[config.mk]
export PLATFORM = sky130hd
export DESIGN_NAME = ntt_sdf_ctrl
export DESIGN_NICKNAME = d
export VERILOG_FILES = /design/src/rtl/ntt_sdf_ctrl.sv
export SDC_FILE = /design/constraint.sdc
export NUM_CORES = 1
export LEC_CHECK = 0
export CAP_MARGIN = 20
export CORE_AREA = 2 2 39 41
export CTS_CLUSTER_DIAMETER = 60
export DETAILED_ROUTE_END_ITERATION = 8
export DIE_AREA = 0 0 41 43
export PLACE_DENSITY = 0.65
export RECOVER_POWER = 25
export SLEW_MARGIN = 20
export SYNTH_ARGS = -nofsm -noshare
export SYNTH_HDL_FRONTEND = slang
export SYNTH_SLANG_ARGS = --single-unit
[constraint.sdc]
create_clock -name clk -period 2.35 [get_ports clk]
set_input_delay 0.5875 -clock clk [delete_from_list [all_inputs] [get_ports clk]]
set_output_delay 0.5875 -clock clk [all_outputs]
set_load 0.02 [all_outputs]
[src/rtl/ntt_sdf_ctrl.sv]
// ntt_sdf_ctrl: sequences jobs through an SDF NTT/INTT pipeline.
// It reads N coefficients from the input buffer and times the pipeline
// start pulse past the BRAM read latency. It then writes N results back
// when the pipeline signals finish. At most two jobs are in flight, and
// both must use the same mode.
//
// Feed FSM
//   state | meaning
//   IDLE  | no coefficients being read
//   FEED  | rd_en high, rd_addr stepping 0..N-1
// Writeback FSM
//   state | meaning
//   WIDLE | waiting for pipe_finish
//   WRITE | wr_en high, wr_addr stepping 1..N-1
//
// Writeback enters in the same cycle as pipe_finish, because pipe_finish
// coincides with the first output coefficient. For that reason wr_en and
// job_done are decoded from the live pipe_finish plus registered state.
// wr_addr comes straight from its counter register.
module ntt_sdf_ctrl #(
  parameter int LOGN       = 0,
  parameter int DELAY_BRAM = 0,
  localparam int AW        = (LOGN > 0) ? LOGN : 1
) (
  input  logic          clk,
  input  logic          rst,
  input  logic          req_valid,
  input  logic          req_intt,
  output logic          req_ready,
  output logic          rd_en,
  output logic [AW-1:0] rd_addr,
  output logic          pipe_start,
  output logic          pipe_intt,
  input  logic          pipe_finish,
  output logic          wr_en,
  output logic [AW-1:0] wr_addr,
  output logic          job_done,
  output logic          busy,
  output logic          err
);

  localparam int            N    = 1 << LOGN;
  localparam logic [AW-1:0] LAST = AW'(N - 1);
  localparam int            SRW  = (DELAY_BRAM > 0) ? DELAY_BRAM : 1;

  typedef enum logic {IDLE, FEED} feed_t;
  typedef enum logic {WIDLE, WRITE} wb_t;

  feed_t          feed_q, feed_d;
  wb_t            wb_q, wb_d;
  logic [AW-1:0]  rd_addr_d;
  logic [AW-1:0]  wcnt_d;
  logic [1:0]     inflight, inflight_d;
  logic [SRW-1:0] start_sr, start_sr_d;
  logic           start_d;
  logic           pending_d;
  logic           feed_last;
  logic           accept;
  logic           fin_take;
  logic           fin_bad;
  logic           rd_en_d;
  logic           busy_d;

  // Handshake and writeback strobes: the only outputs that are not flops.
  always_comb begin
    feed_last = (feed_q == FEED) && (rd_addr == LAST);
    req_ready = !rst && ((feed_q == IDLE) || feed_last) && (inflight < 2'd2) &&
                ((inflight == 2'd0) || (req_intt == pipe_intt));
    accept    = req_valid && req_ready;
    fin_take  = pipe_finish && (wb_q == WIDLE) && (inflight != 2'd0);
    fin_bad   = pipe_finish && ((wb_q == WRITE) || (inflight == 2'd0));
    wr_en     = (wb_q == WRITE) || fin_take;
    job_done  = wr_en && (wr_addr == LAST);
  end

  // Feed next state: an accept on the last feed cycle restarts at address 0 with no bubble.
  always_comb begin
    feed_d    = feed_q;
    rd_addr_d = rd_addr;
    if (accept) begin
      feed_d    = FEED;
      rd_addr_d = '0;
    end else if ((feed_q == FEED) && !feed_last) begin
      rd_addr_d = rd_addr + 1'b1;
    end else begin
      feed_d    = IDLE;
      rd_addr_d = '0;
    end
  end

  // Writeback next state: the cycle after the last write is already WIDLE, so a new finish can follow at once.
  always_comb begin
    wb_d   = wb_q;
    wcnt_d = wr_addr;
    if (wr_en) begin
      if (wr_addr == LAST) begin
        wb_d   = WIDLE;
        wcnt_d = '0;
      end else begin
        wb_d   = WRITE;
        wcnt_d = wr_addr + 1'b1;
      end
    end
  end

  // Bookkeeping and next values of the registered outputs.
  always_comb begin
    inflight_d = inflight;
    case ({accept, job_done})
      2'b10:   inflight_d = inflight + 2'd1;
      2'b01:   inflight_d = inflight - 2'd1;
      default: inflight_d = inflight;
    endcase
    // An accept now becomes the rd_addr=0 strobe next cycle; the shift register adds the BRAM latency.
    start_sr_d = SRW'({start_sr, accept});
    start_d    = (DELAY_BRAM == 0) ? accept : start_sr[SRW-1];
    pending_d  = (DELAY_BRAM == 0) ? 1'b0 : |start_sr_d;
    rd_en_d    = (feed_d == FEED);
    busy_d     = rd_en_d || (wb_d == WRITE) || (inflight_d != 2'd0) || pending_d;
  end

  // State and output registers with synchronous reset.
  always_ff @(posedge clk) begin
    if (rst) begin
      feed_q     <= IDLE;
      wb_q       <= WIDLE;
      rd_addr    <= '0;
      wr_addr    <= '0;
      inflight   <= 2'd0;
      start_sr   <= '0;
      rd_en      <= 1'b0;
      pipe_start <= 1'b0;
      pipe_intt  <= 1'b0;
      busy       <= 1'b0;
      err        <= 1'b0;
    end else begin
      feed_q     <= feed_d;
      wb_q       <= wb_d;
      rd_addr    <= rd_addr_d;
      wr_addr    <= wcnt_d;
      inflight   <= inflight_d;
      start_sr   <= start_sr_d;
      rd_en      <= rd_en_d;
      pipe_start <= start_d;
      busy       <= busy_d;
      if (accept) pipe_intt <= req_intt;
      if (fin_bad) err <= 1'b1;
    end
  end

endmodule

==> impl_metrics.ini <==
[placement]
dp_cells = 78
dp_hpwl_um = 613.2
io_buffers = 13
gp_congestion = 0.7246
place_ws_ps = -335.9

[synthesis]
synthesis.area_um2 = 411.6
yosysWarnings = 0
synth_seq_cells = 9
async_reset_ff_share_pct = 0
synth_ff_type = dfxtp_1
synth_cell_types = 23
synthTopCellsByArea = dfxtp_1 (44%), buf_4 (5.5%), a21oi_1 (4.9%)
synth_top_cells_by_count = dfxtp_1 (9), a21oi_1 (4), buf_4 (3), nand2b_1 (3), nor2_1 (3)
syn_area_per_cell_um2 = 9.573
post-synth-top-area-fraction_pct = 43.77
synth_edf_count = 0
ys_seq_area_share_pct = 43.77
synth.most_common_cell = dfxtp_1
yosys.area.top_type = dfxtp_1
syn_inst = 43

[critical_path]
cp.required_ps = 1760
cp_max_fo = 2
cp_cell_sequence = clkdlybuf4s50_1, a211o_1, a21oi_2, buf_2
crit_slowest_cell = clkdlybuf4s50_1
critical-path-max-stage-delay_ps = 430
crit_path_start_kind = primary input
end_kind = output pin
cp.arrival_ps = 1620
worstSetupPathType = primary input to output pin

[routing]
wl_met1_um = 362
avgRoutedWirePerCell_um = 9.610
routed_via_density = 4.439
wl_met3_um = 57
drt_wl_total_um = 788
drt.antenna.violating_nets = 0
dr_total_vias = 364
drcViolationCount = 0
dr.pass1.iters = 4
dr_wl_met2_um = 369
drt-initial-drc-count = 3
routed.top_layer = met3

[timing]
fin_crit_sh_pct = 93.83
slew_violations = 0
fin_crit_ps = 2205
finClkSkew_ps = 8.926
max_freq_mhz = 453.5
tns_ps = 0
layout_setup_ws_ps = 145.1
final_hold_viol_count = 0
whs_ps = 479.5
grt_setup_unrepaired = no
final-setup-viol-count = 0

[finish]
seq_area_um2 = 180.2
nets = 73
fill_cells = 140
syn_to_final_growth_pct = 53.19
drive_gt1_share_pct = 19.70
finalCoreUtilization_pct = 45.57
multi_input_area_um2 = 232.7
insertedDiodeCount = 0
final_cells = 82

[die]
placement_rows = 14
dieArea_mm2 = 0.001763
die_h_um = 43
die_w_um = 41
core_area_mm2 = 0.001384
io_pins = 15
start_util_pct = 29.75

[power]
switching_share_pct = 35.50
peakVddDrop_uv = 488.7
p_int_w = 0.0004560
p_switching_w = 0.0002510
power_frac_seq_pct = 32.2
clkPwrFrac_pct = 16.3
p_comb_share_pct = 51.5
powerDensity_mw_per_mm2 = 1121
p_leak_nw = 0.2689

[clock_network]
cts.sinks = 9
clk_pin_slew_ps = 50
ctsLongestPathBuffers = 2
cts-root-buf = clkbuf_4
cts_buffers = 3
cts_max_level = 1
cts_setup_buffers = 0
tritoncts = done
cts_hold_buf = 0
clk_latency_ps = 260

[outcome]
outcome = finished clean

[flow_run]
maxCapViolCount = 0

[grt]
antenna_found_initial = 0
grt_max_degree = 9
grt_pass1_vias = 286
grt_pass1_wl_um = 1186
overflow = 0
grt_usage_pct = 9.940

[worst_hold_path]
hp-class = register to register
==> layout by cell type (no fill, tap or decap) <==
| cell | n |
|---|---|
| and3_1 | 1 |
| a21oi_2 | 1 |
| nor4bb_1 | 1 |
| mux2_1 | 1 |
| xor2_1 | 2 |
| nand2_1 | 2 |
| nor3b_2 | 1 |
| nand2b_1 | 3 |
| clkbuf_4 | 3 |
| a21o_1 | 1 |
| a21oi_1 | 3 |
| a211o_1 | 1 |
| dlygate4sd2_1 | 2 |
| buf_4 | 6 |
| or3_1 | 1 |
| nand3b_1 | 1 |
| nor2b_1 | 1 |
| buf_2 | 1 |
| conb_1 | 3 |
| ha_4 | 1 |
| nor2_1 | 3 |
| xnor2_1 | 1 |
| o21bai_1 | 1 |
| dfxtp_1 | 9 |
| clkbuf_1 | 2 |
| o32ai_1 | 1 |
| and2_1 | 1 |
| clkdlybuf4s50_1 | 10 |
| o21ai_0 | 2 |
==> flip-flops by register name (all words and copies together) (netlist names) <==
name	flops
feed_q	1
busy	1
inflight	2
pipe_intt	1
pipe_start	1
rd_addr	1
wb_q	1
err	1
==> power groups by stage <==
stage                     combinational (W)  clock [W]  sequential [W]
after CTS                          0.000354   0.000121        0.000228
after floorplan                    0.000196          0        0.000249
final                              0.000364   0.000115        0.000228
after detailed placement           0.000360          0        0.000230
after global placement             0.000355          0        0.000230
after global routing               0.000397   0.000126        0.000235
==> stage by stage <==
stage | total power (W) | cell area (µm²)
after CTS | 0.0007025 | 624.3
after global placement | 0.0005855 | 599.3
final | 0.0007071 | 630.6
after floorplan | 0.0004452 | 419.2
after global routing | 0.0007577 | 630.6
after detailed placement | 0.0005902 | 599.3
==> kinds of logic after synthesis <==
group | count (synthesis) | synth area share, %
simple gates | 15 | 22.50
buf+inv | 3 | 5.471
fa+ha+maj | 1 | 3.039
flops | 9 | 43.77
mux | 1 | 2.735
xor+xnor | 3 | 6.384
other cells | 1 | 0.9110
compound gates | 10 | 15.20
==> path summary, 6_finish.rpt <==
path                from         to  slack [ps]  depth (start not counted)
max                  rst  req_ready         150                          4
min                  err        err         480                          2
max reg2reg  inflight[1]       busy         570                          8
min reg2reg          err        err         480                          2
==> layout make-up <==
cell class,instances,area share (%)
well taps,16,3.175
clock buffers,4,4.167
multi-input cells,33,36.90
repair buffers,20,27.18
flip-flops and latches,9,28.57
==> critical path, delay by kind of cell <==
family	cells	cell delay, ps
buffers and inverters	2	600
AOI/OAI and AO/OA	2	430
==> per-layer routing <==
| metal | track usage (%) | up-vias |
|---|---|---|
| met5 | 0 | - |
| met4 | 2.000 | 0 |
| met3 | 7.330 | 0 |
| met2 | 14.37 | 8 |
| met1 | 11.58 | 160 |
| li1 | - | 196 |
==> repair_timing <==
item                                    in CTS  in global routing
gates resized for setup                      5                  3
pin swaps                                    0                  0
endpoints found under the setup margin       3                  3
No activity file was read; power rests on OpenSTA's default activity.
